===== src/rtl/plat_collide_scan_if.sv =====
// rtl/plat_collide_scan_if.sv - request/response bundle for the platform collision scanner
// Purpose: groups the query handshake, character state, packed platform lists and
//   the landing result into one bundle.
// Modports:
//   master - query source / result consumer (physics side)
//   slave  - plat_collide_scan
// Signals: req_valid/req_ready, char_x, char_y, prev_y, camera_y, plat_relative_x,
//   plat_relative_y, plat_len, block_switch, resp_valid/resp_ready, landed,
//   floor_hit, hit_idx, land_y, and ceil_hit when PLAT_COLLIDE_CEIL_EN is defined.
interface plat_collide_scan_if #(
  parameter int PLATFORM_NUM_PER_BLOCK = 7,
  parameter int PHY_WIDTH              = 16,
  parameter int BLOCK_LEN_WIDTH        = 4,
  parameter int CAMERA_WIDTH           = 6
);
  logic                                          req_valid;
  logic                                          req_ready;
  logic signed [PHY_WIDTH:0]                     char_x;
  logic signed [PHY_WIDTH:0]                     char_y;
  logic signed [PHY_WIDTH:0]                     prev_y;
  logic [CAMERA_WIDTH-1:0]                       camera_y;
  logic [PLATFORM_NUM_PER_BLOCK*PHY_WIDTH-1:0]   plat_relative_x;
  logic [PLATFORM_NUM_PER_BLOCK*PHY_WIDTH-1:0]   plat_relative_y;
  logic [PLATFORM_NUM_PER_BLOCK*BLOCK_LEN_WIDTH-1:0] plat_len;
  logic                                          block_switch;
  logic                                          resp_valid;
  logic                                          resp_ready;
  logic                                          landed;
  logic                                          floor_hit;
  logic [2:0]                                    hit_idx;
  logic signed [PHY_WIDTH:0]                     land_y;
`ifdef PLAT_COLLIDE_CEIL_EN
  logic                                          ceil_hit;

  modport master (
    output req_valid, char_x, char_y, prev_y, camera_y,
           plat_relative_x, plat_relative_y, plat_len, block_switch, resp_ready,
    input  req_ready, resp_valid, landed, floor_hit, hit_idx, land_y, ceil_hit
  );

  modport slave (
    input  req_valid, char_x, char_y, prev_y, camera_y,
           plat_relative_x, plat_relative_y, plat_len, block_switch, resp_ready,
    output req_ready, resp_valid, landed, floor_hit, hit_idx, land_y, ceil_hit
  );
`else
  modport master (
    output req_valid, char_x, char_y, prev_y, camera_y,
           plat_relative_x, plat_relative_y, plat_len, block_switch, resp_ready,
    input  req_ready, resp_valid, landed, floor_hit, hit_idx, land_y
  );

  modport slave (
    input  req_valid, char_x, char_y, prev_y, camera_y,
           plat_relative_x, plat_relative_y, plat_len, block_switch, resp_ready,
    output req_ready, resp_valid, landed, floor_hit, hit_idx, land_y
  );
`endif
endinterface


===== src/rtl/plat_collide_scan.sv =====
// rtl/plat_collide_scan.sv - sequential landing/collision scanner over one block's platforms
// Purpose: per query, walks the current block's platforms one per cycle and reports
//   whether the character crossed a platform top while moving down (highest top
//   wins, lower index on ties), falling back to the absolute floor at Y=0.
// Ports:
//   sys_clk - system clock
//   sys_rst - synchronous active-high reset
//   bus     - plat_collide_scan_if.slave (query in, result out)
// Optional: define PLAT_COLLIDE_CEIL_EN to add bus.ceil_hit, a head-bump flag
//   raised when a rising character's head crosses a platform underside.
// Timing: result is presented N+1 clocks after the accepting edge (N scan cycles
//   plus one finalize cycle) and held until resp_ready.
module plat_collide_scan #(
  parameter int PLATFORM_NUM_PER_BLOCK = 7,
  parameter int PHY_WIDTH              = 16,
  parameter int BLOCK_LEN_WIDTH        = 4,
  parameter int CAMERA_WIDTH           = 6,
  parameter int BLOCK_WIDTH            = 480,
  parameter int TILE_WIDTH             = 10,
  parameter int CHAR_WIDTH             = 16
`ifdef PLAT_COLLIDE_CEIL_EN
  ,
  parameter int PLAT_THICK             = 4
`endif
) (
  input  logic               sys_clk,
  input  logic               sys_rst,
  plat_collide_scan_if.slave bus
);
  localparam int W     = PHY_WIDTH + 1;
  localparam int IDX_W = $clog2(PLATFORM_NUM_PER_BLOCK + 1);
  // idx == N is the finalize cycle; platforms occupy idx 0..N-1
  localparam logic [IDX_W-1:0] IDX_LAST = IDX_W'(PLATFORM_NUM_PER_BLOCK);
  localparam logic [2:0]       IDX_NONE = 3'd7;

  localparam logic [1:0] ST_IDLE = 2'd0;
  localparam logic [1:0] ST_SCAN = 2'd1;
  localparam logic [1:0] ST_DONE = 2'd2;

  localparam logic signed [W:0] CW_E   = (W+1)'(CHAR_WIDTH);
  localparam logic signed [W:0] ZERO_E = '0;

  logic [1:0]              state;
  logic [IDX_W-1:0]        idx;
  logic signed [W-1:0]     cx_q, cy_q, py_q;
  logic [CAMERA_WIDTH-1:0] cam_q;

  logic                    best_hit;
  logic signed [W-1:0]     best_top;
  logic [2:0]              best_idx;

  logic                    resp_valid_q, landed_q, floor_q;
  logic [2:0]              hit_idx_q;
  logic signed [W-1:0]     land_y_q;

  // Current platform fields
  logic [PHY_WIDTH-1:0]       cur_x, cur_y;
  logic [BLOCK_LEN_WIDTH-1:0] cur_len;

  always_comb begin
    cur_x   = '0;
    cur_y   = '0;
    cur_len = '0;
    for (int i = 0; i < PLATFORM_NUM_PER_BLOCK; i++) begin
      if (idx == IDX_W'(i)) begin
        cur_x   = bus.plat_relative_x[i*PHY_WIDTH +: PHY_WIDTH];
        cur_y   = bus.plat_relative_y[i*PHY_WIDTH +: PHY_WIDTH];
        cur_len = bus.plat_len[i*BLOCK_LEN_WIDTH +: BLOCK_LEN_WIDTH];
      end
    end
  end

  // Geometry wraps at W bits; comparisons use one extra bit so char+width cannot wrap
  logic [W-1:0]        base_u, top_u, right_u;
  logic signed [W:0]   top_e, right_e, relx_e, cx_e, cy_e, py_e;
  logic                x_ovl, land_hit, better;

  assign base_u  = W'(cam_q) * W'(BLOCK_WIDTH);
  assign top_u   = base_u + W'(cur_y);
  assign right_u = W'(cur_x) + W'(cur_len) * W'(TILE_WIDTH);

  assign top_e   = {top_u[W-1], top_u};
  assign right_e = {right_u[W-1], right_u};
  assign relx_e  = {2'b00, cur_x};
  assign cx_e    = {cx_q[W-1], cx_q};
  assign cy_e    = {cy_q[W-1], cy_q};
  assign py_e    = {py_q[W-1], py_q};

  assign x_ovl    = (cur_len != '0) && (cx_e + CW_E > relx_e) && (cx_e < right_e);
  assign land_hit = x_ovl && (py_e >= top_e) && (cy_e <= top_e);
  // Strict compare keeps the earlier (lower) index on equal tops
  assign better   = !best_hit || ($signed(top_u) > best_top);

`ifdef PLAT_COLLIDE_CEIL_EN
  localparam logic signed [W:0] THK_E = (W+1)'(PLAT_THICK);
  logic signed [W:0] ceil_line;
  logic              ceil_cand, ceil_acc, ceil_q;

  assign ceil_line = top_e - THK_E;
  assign ceil_cand = x_ovl && (py_e < cy_e) && (py_e + CW_E <= ceil_line) &&
                     (cy_e + CW_E > ceil_line);
`endif

  always_ff @(posedge sys_clk) begin
    if (sys_rst) begin
      state        <= ST_IDLE;
      idx          <= '0;
      cx_q         <= '0;
      cy_q         <= '0;
      py_q         <= '0;
      cam_q        <= '0;
      best_hit     <= 1'b0;
      best_top     <= '0;
      best_idx     <= IDX_NONE;
      resp_valid_q <= 1'b0;
      landed_q     <= 1'b0;
      floor_q      <= 1'b0;
      hit_idx_q    <= IDX_NONE;
      land_y_q     <= '0;
`ifdef PLAT_COLLIDE_CEIL_EN
      ceil_acc     <= 1'b0;
      ceil_q       <= 1'b0;
`endif
    end else begin
      case (state)
        ST_IDLE: begin
          if (bus.req_valid) begin
            cx_q     <= bus.char_x;
            cy_q     <= bus.char_y;
            py_q     <= bus.prev_y;
            cam_q    <= bus.camera_y;
            best_hit <= 1'b0;
            best_top <= '0;
            best_idx <= IDX_NONE;
            idx      <= '0;
`ifdef PLAT_COLLIDE_CEIL_EN
            ceil_acc <= 1'b0;
`endif
            state    <= ST_SCAN;
          end
        end
        ST_SCAN: begin
          if (bus.block_switch) begin
            // New lists: rescan from the start against the new block index
            cam_q    <= bus.camera_y;
            best_hit <= 1'b0;
            best_top <= '0;
            best_idx <= IDX_NONE;
            idx      <= '0;
`ifdef PLAT_COLLIDE_CEIL_EN
            ceil_acc <= 1'b0;
`endif
          end else if (idx == IDX_LAST) begin
            resp_valid_q <= 1'b1;
            if (best_hit) begin
              landed_q  <= 1'b1;
              floor_q   <= 1'b0;
              hit_idx_q <= best_idx;
              land_y_q  <= best_top;
            end else begin
              landed_q  <= (cy_e <= ZERO_E);
              floor_q   <= (cy_e <= ZERO_E);
              hit_idx_q <= IDX_NONE;
              land_y_q  <= '0;
            end
`ifdef PLAT_COLLIDE_CEIL_EN
            ceil_q <= ceil_acc;
`endif
            state <= ST_DONE;
          end else begin
            if (land_hit && better) begin
              best_hit <= 1'b1;
              best_top <= $signed(top_u);
              best_idx <= 3'(idx);
            end
`ifdef PLAT_COLLIDE_CEIL_EN
            if (ceil_cand) ceil_acc <= 1'b1;
`endif
            idx <= idx + 1'b1;
          end
        end
        ST_DONE: begin
          if (bus.resp_ready) begin
            resp_valid_q <= 1'b0;
            state        <= ST_IDLE;
          end
        end
        default: state <= ST_IDLE;
      endcase
    end
  end

  assign bus.req_ready  = (state == ST_IDLE);
  assign bus.resp_valid = resp_valid_q;
  assign bus.landed     = landed_q;
  assign bus.floor_hit  = floor_q;
  assign bus.hit_idx    = hit_idx_q;
  assign bus.land_y     = land_y_q;
`ifdef PLAT_COLLIDE_CEIL_EN
  assign bus.ceil_hit   = ceil_q;
`endif

endmodule


===== src/flat_wrapper.sv =====
// flat-port wrapper written by rule: the top's interface ports become plain ports
module plat_collide_scan_flat 
#(
  parameter int PLATFORM_NUM_PER_BLOCK = 7,
  parameter int PHY_WIDTH              = 16,
  parameter int BLOCK_LEN_WIDTH        = 4,
  parameter int CAMERA_WIDTH           = 6,
  parameter int BLOCK_WIDTH            = 480,
  parameter int TILE_WIDTH             = 10,
  parameter int CHAR_WIDTH             = 16

)
  (sys_clk, sys_rst, bus_req_valid, bus_char_x, bus_char_y, bus_prev_y, bus_camera_y, bus_plat_relative_x, bus_plat_relative_y, bus_plat_len, bus_block_switch, bus_resp_ready, bus_req_ready, bus_resp_valid, bus_landed, bus_floor_hit, bus_hit_idx, bus_land_y);
  plat_collide_scan_if #(.PLATFORM_NUM_PER_BLOCK(PLATFORM_NUM_PER_BLOCK), .PHY_WIDTH(PHY_WIDTH), .BLOCK_LEN_WIDTH(BLOCK_LEN_WIDTH), .CAMERA_WIDTH(CAMERA_WIDTH)) bus_i ();
  input  logic sys_clk;
  input  logic sys_rst;
  input wire logic [$bits(bus_i.req_valid)-1:0] bus_req_valid;
  input wire logic [$bits(bus_i.char_x)-1:0] bus_char_x;
  input wire logic [$bits(bus_i.char_y)-1:0] bus_char_y;
  input wire logic [$bits(bus_i.prev_y)-1:0] bus_prev_y;
  input wire logic [$bits(bus_i.camera_y)-1:0] bus_camera_y;
  input wire logic [$bits(bus_i.plat_relative_x)-1:0] bus_plat_relative_x;
  input wire logic [$bits(bus_i.plat_relative_y)-1:0] bus_plat_relative_y;
  input wire logic [$bits(bus_i.plat_len)-1:0] bus_plat_len;
  input wire logic [$bits(bus_i.block_switch)-1:0] bus_block_switch;
  input wire logic [$bits(bus_i.resp_ready)-1:0] bus_resp_ready;
  output wire logic [$bits(bus_i.req_ready)-1:0] bus_req_ready;
  output wire logic [$bits(bus_i.resp_valid)-1:0] bus_resp_valid;
  output wire logic [$bits(bus_i.landed)-1:0] bus_landed;
  output wire logic [$bits(bus_i.floor_hit)-1:0] bus_floor_hit;
  output wire logic [$bits(bus_i.hit_idx)-1:0] bus_hit_idx;
  output wire logic [$bits(bus_i.land_y)-1:0] bus_land_y;
  assign bus_i.req_valid = bus_req_valid;
  assign bus_i.char_x = bus_char_x;
  assign bus_i.char_y = bus_char_y;
  assign bus_i.prev_y = bus_prev_y;
  assign bus_i.camera_y = bus_camera_y;
  assign bus_i.plat_relative_x = bus_plat_relative_x;
  assign bus_i.plat_relative_y = bus_plat_relative_y;
  assign bus_i.plat_len = bus_plat_len;
  assign bus_i.block_switch = bus_block_switch;
  assign bus_i.resp_ready = bus_resp_ready;
  assign bus_req_ready = bus_i.req_ready;
  assign bus_resp_valid = bus_i.resp_valid;
  assign bus_landed = bus_i.landed;
  assign bus_floor_hit = bus_i.floor_hit;
  assign bus_hit_idx = bus_i.hit_idx;
  assign bus_land_y = bus_i.land_y;
  plat_collide_scan #(.PLATFORM_NUM_PER_BLOCK(PLATFORM_NUM_PER_BLOCK), .PHY_WIDTH(PHY_WIDTH), .BLOCK_LEN_WIDTH(BLOCK_LEN_WIDTH), .CAMERA_WIDTH(CAMERA_WIDTH), .BLOCK_WIDTH(BLOCK_WIDTH), .TILE_WIDTH(TILE_WIDTH), .CHAR_WIDTH(CHAR_WIDTH)) u_core (.sys_clk(sys_clk), .sys_rst(sys_rst), .bus(bus_i));
endmodule

===== config.mk =====
export PLATFORM = sky130hd
export DESIGN_NAME = plat_collide_scan_flat
export DESIGN_NICKNAME = d
export VERILOG_FILES = /design/src/rtl/plat_collide_scan_if.sv /design/src/rtl/plat_collide_scan.sv /design/src/flat_wrapper.sv
export SDC_FILE = /design/constraint.sdc
export NUM_CORES = 1
export LEC_CHECK = 0
export BUFFER_PORTS_ARGS = -buffer_cell sky130_fd_sc_hd__buf_4
export CORE_MARGIN = 4
export CORE_UTILIZATION = 24
export DETAILED_ROUTE_END_ITERATION = 12
export MAX_ROUTING_LAYER = met4
export PLACE_DENSITY = 0.45
export SLEW_MARGIN = 20
export SYNTH_ARGS = -nofsm -noshare
export SYNTH_HDL_FRONTEND = slang
export SYNTH_SLANG_ARGS = --single-unit

===== constraint.sdc =====
create_clock -name sys_clk -period 5.5 [get_ports sys_clk]
set_input_delay 0.55 -clock sys_clk [delete_from_list [all_inputs] [get_ports sys_clk]]
set_output_delay 0.55 -clock sys_clk [all_outputs]
set_load 0.02 [all_outputs]

==> impl_metrics.env <==
export IMPL_dieHeight_um=208
export IMPL_ios=338
export IMPL_rows=72
export IMPL_cts_buffers=9
export IMPL_synthArstFlopShare=0
export IMPL_die_x_um=208
export IMPL_ant_nets=0
export IMPL_grt_overflow_total=0
export IMPL_rsz0062_at_grt="true"
export IMPL_syn_area_um2=9600
export IMPL_root_buffer="clkbuf_16"
export IMPL_grt_pass1_wl_um=65800
export IMPL_vias_per_cell=4.82
export IMPL_hold_violations=0
export IMPL_fin_util=0.380
export IMPL_power_total_uw=3330
export IMPL_crit_buf_inv=4
export IMPL_critPathKind="flip-flop to flip-flop"
export IMPL_finalSetupViolations=0
export IMPL_post_drt_wl_per_cell_um=19.3
export IMPL_relSlewSlack=0.374
export IMPL_synth_avg_cell_area_um2=7.58
export IMPL_ir_drop_mv=0.173
export IMPL_finalCriticalPeriod_ns=5.48
export IMPL_grt_pass1_vias=11300
export IMPL_cp_cell_sequence="fa_1 -> fa_1 -> ha_1 -> a21o_1 -> a21oi_2 -> o21bai_1 -> a21oi_2 -> xnor2_1 -> ha_2 -> a21oi_2 -> nor2b_2 -> buf_4 -> nor3_4 -> xnor2_2 -> inv_2 -> buf_4 -> ha_1 -> a21o_1 -> a2111o_1 -> a41o_1 -> and4_4 -> a21oi_4 -> buf_6 -> a22o_1"
export IMPL_seq_area_um2=2140
export IMPL_synth_commonest_cells="218 x nand2_1, 140 x a21oi_1, 126 x ha_1, 106 x dfxtp_1, 86 x nor2_1"
export IMPL_core_um2=39100
export IMPL_powerDensity_nw_per_um2=224
export IMPL_synthCells=1267
export IMPL_maxCapViolCount=0
export IMPL_io_buffer_count=337
export IMPL_hp_class="input pin to flip-flop"
export IMPL_vias=10800
export IMPL_crit_slowest_cell="fa_1"
export IMPL_synth_top_area_frac=0.221
export IMPL_cellLeakagePower_uw=0.00678
export IMPL_synth_seq_cells=106
export IMPL_htreeDepth=3
export IMPL_syn2layout_area_growth_pct=54.8
export IMPL_synth_area_leaders="dfxtp_1 22%, ha_1 16%, nand2_1 8.5%"
export IMPL_fin_area_um2=14900
export IMPL_gp_congestion=0.947
export IMPL_fmax_mhz=182
export IMPL_cp_start_kind="flip-flop"
export IMPL_fillerInstances=4182
export IMPL_grt_util_all_layers=0.197
export IMPL_dp_hpwl_um=36100
export IMPL_routed_wl_um=43300
export IMPL_period_share=0.997
export IMPL_clock_latency_ns=0.36
export IMPL_cts_tree="yes"
export IMPL_tns_ns=0
export IMPL_end_kind="flip-flop"
export IMPL_critPathMostFrequentCell="a21oi_2"
export IMPL_cp_required_ns=5.81
export IMPL_timing_max_transition_violations_final=0
export IMPL_grt_max_degree=57
export IMPL_route_detailed_drc=0
export IMPL_antenna_found_initial=3
export IMPL_path_clk_slew_ns=0.08
export IMPL_nets=2170
export IMPL_cp_max_fo=6
export IMPL_synth_most_common_cell="nand2_1"
export IMPL_finClkSkew_ns=0.00929
export IMPL_syn_nets=1719
export IMPL_dieArea_um2=43300
export IMPL_drive_above_1_share=0.384
export IMPL_drt_first_pass_iters=5
export IMPL_drt_iter0_markers=627
export IMPL_status="completed"
export IMPL_synth_cell_types=78
export IMPL_yosys_area_top_type="dfxtp_1"
export IMPL_placed_cell_area_um2=13700
export IMPL_crit_path_max_incr_delay_ns=0.58
export IMPL_initial_core_util=0.246
export IMPL_ctsLongestPathBuffers=2
export IMPL_synth_flop_cell="dfxtp_1"
export IMPL_yosysSeqAreaShare=0.221
export IMPL_multiInputGateArea_um2=7400
export IMPL_cp_data_arrival_time_ns=5.79
export IMPL_yosysWarnings=0
export IMPL_tightest_slew_ns=0.938
export IMPL_cp_top_family="adder cells"
export IMPL_cts_sinks=106
export IMPL_synth_edff_count=0
cell usage in the layout, fill, tap and decap left out, types with 6 or more instances in the layout:
master | netlist | layout
inv_1 | 85 | 77
a22oi_1 | 14 | 9
nand4_1 | 9 | 9
clkbuf_16 | 0 | 9
mux2i_1 | 12 | 10
nor2_1 | 86 | 84
nand2_1 | 218 | 214
fa_1 | 12 | 9
nand3_1 | 37 | 37
inv_2 | 2 | 7
a22o_1 | 16 | 16
dfxtp_1 | 106 | 101
o21ai_0 | 56 | 45
and3_1 | 8 | 7
xor2_1 | 11 | 10
ha_4 | 0 | 15
nor4_2 | 5 | 7
a21o_1 | 20 | 20
xnor2_1 | 29 | 26
o311ai_0 | 23 | 17
buf_4 | 6 | 493
a221oi_1 | 31 | 27
a21oi_2 | 3 | 10
a21oi_1 | 140 | 132
nor2b_1 | 9 | 7
nor4_1 | 8 | 6
nor3_1 | 13 | 10
buf_6 | 4 | 11
ha_1 | 126 | 107
o21ai_2 | 0 | 6
buf_12 | 0 | 8
o21ai_1 | 3 | 8
nand2b_1 | 9 | 7
o211ai_1 | 16 | 16
worst paths after layout:
| check | startpoint | to | slack, ns | cells past startpoint |
|---|---|---|---|---|
| setup / recovery | u_core.cam_q[1] | u_core.best_top[2] | 0.02 | 24 |
| hold / removal | bus_camera_y[5] | u_core.cam_q[5] | 0.41 | 3 |
| setup reg to reg | u_core.cam_q[1] | u_core.best_top[2] | 0.02 | 24 |
| hold reg to reg | u_core.bus.land_y[4] | u_core.bus.land_y[4] | 0.46 | 2 |
tightest hold or removal path, stage by stage:
cell and delay (ns):
buf_4 0.07, mux2i_1 0.05, nor2_1 0.07
what timing repair did:
item,CTS,global route
setup buffers,18,8
gates resized for setup,98,52
hold buffers,0,0
cloned,1,1
setup endpoints to repair,20,21
pin swaps,59,62
stage by stage:
step | setup slack, ns | hold WS, ns | instances
5_1_grt | -0.236 | 0.412 | 2244
6_report | 0.0186 | 0.414 | 2244
4_1_cts | -0.0195 | 0.405 | 2232
2_1_floorplan | 0.00706 | 0.436 | 1267
3_5_place_dp | -0.285 | 0.451 | 2197
3_3_place_gp | -0.171 | 0.449 | 2197
cell type report:
type                       count  share of cell area
multi-input combinational   1000               0.498
timing repair buffer         514               0.270
sequential                   106               0.144
tap                          518              0.0436
inverter                      87              0.0225
clock buffer                  10              0.0154
clock inverter                 6             0.00648
antenna                        3            0.000505
power by group:
part | leakage (µW) | internal (µW) | switching (µW)
combinational | 0.00576 | 911 | 869
clock | 0.000156 | 407 | 322
sequential | 0.000867 | 794 | 32.1
total | 0.00678 | 2110 | 1220
logic make-up (layout without fill, tap and decap cells):
logic type / Yosys count / in the layout / synth area share
AND/OR/NAND/NOR: 431 / 432 / 0.206
AO/OA/AOI/OAI: 377 / 377 / 0.263
buffers and inverters: 162 / 617 / 0.0706
adder cells (fa/ha/maj): 138 / 138 / 0.189
flip-flops: 106 / 106 / 0.221
XOR/XNOR: 40 / 40 / 0.0365
multiplexers: 13 / 13 / 0.0137
other: 0 / 3 / 0
registers in the layout, indices dropped and copies added (netlist names):
name / count
u_core.cx_q: 17
u_core.bus.resp_valid: 1
u_core.bus.floor_hit: 1
u_core.bus.landed: 1
u_core.cy_q: 17
u_core.best_idx: 3
u_core.cam_q: 6
u_core.state: 2
u_core.py_q: 17
u_core.best_hit: 1
u_core.bus.land_y: 17
u_core.idx: 3
u_core.bus.hit_idx: 3
u_core.best_top: 17
routing by layer:
metal / wire (µm) / vias to the layer above / share of wire / track usage
met2: 21700 / 224 / 0.50 / 0.340
met3: 1620 / 44 / 0.037 / 0.0273
met1: 19200 / 5113 / 0.44 / 0.249
li1: - / 5444 / - / -
met5: 0 / - / 0 / -
met4: 751 / 0 / 0.017 / 0.0371
No activity file was read; power rests on OpenSTA's default activity.
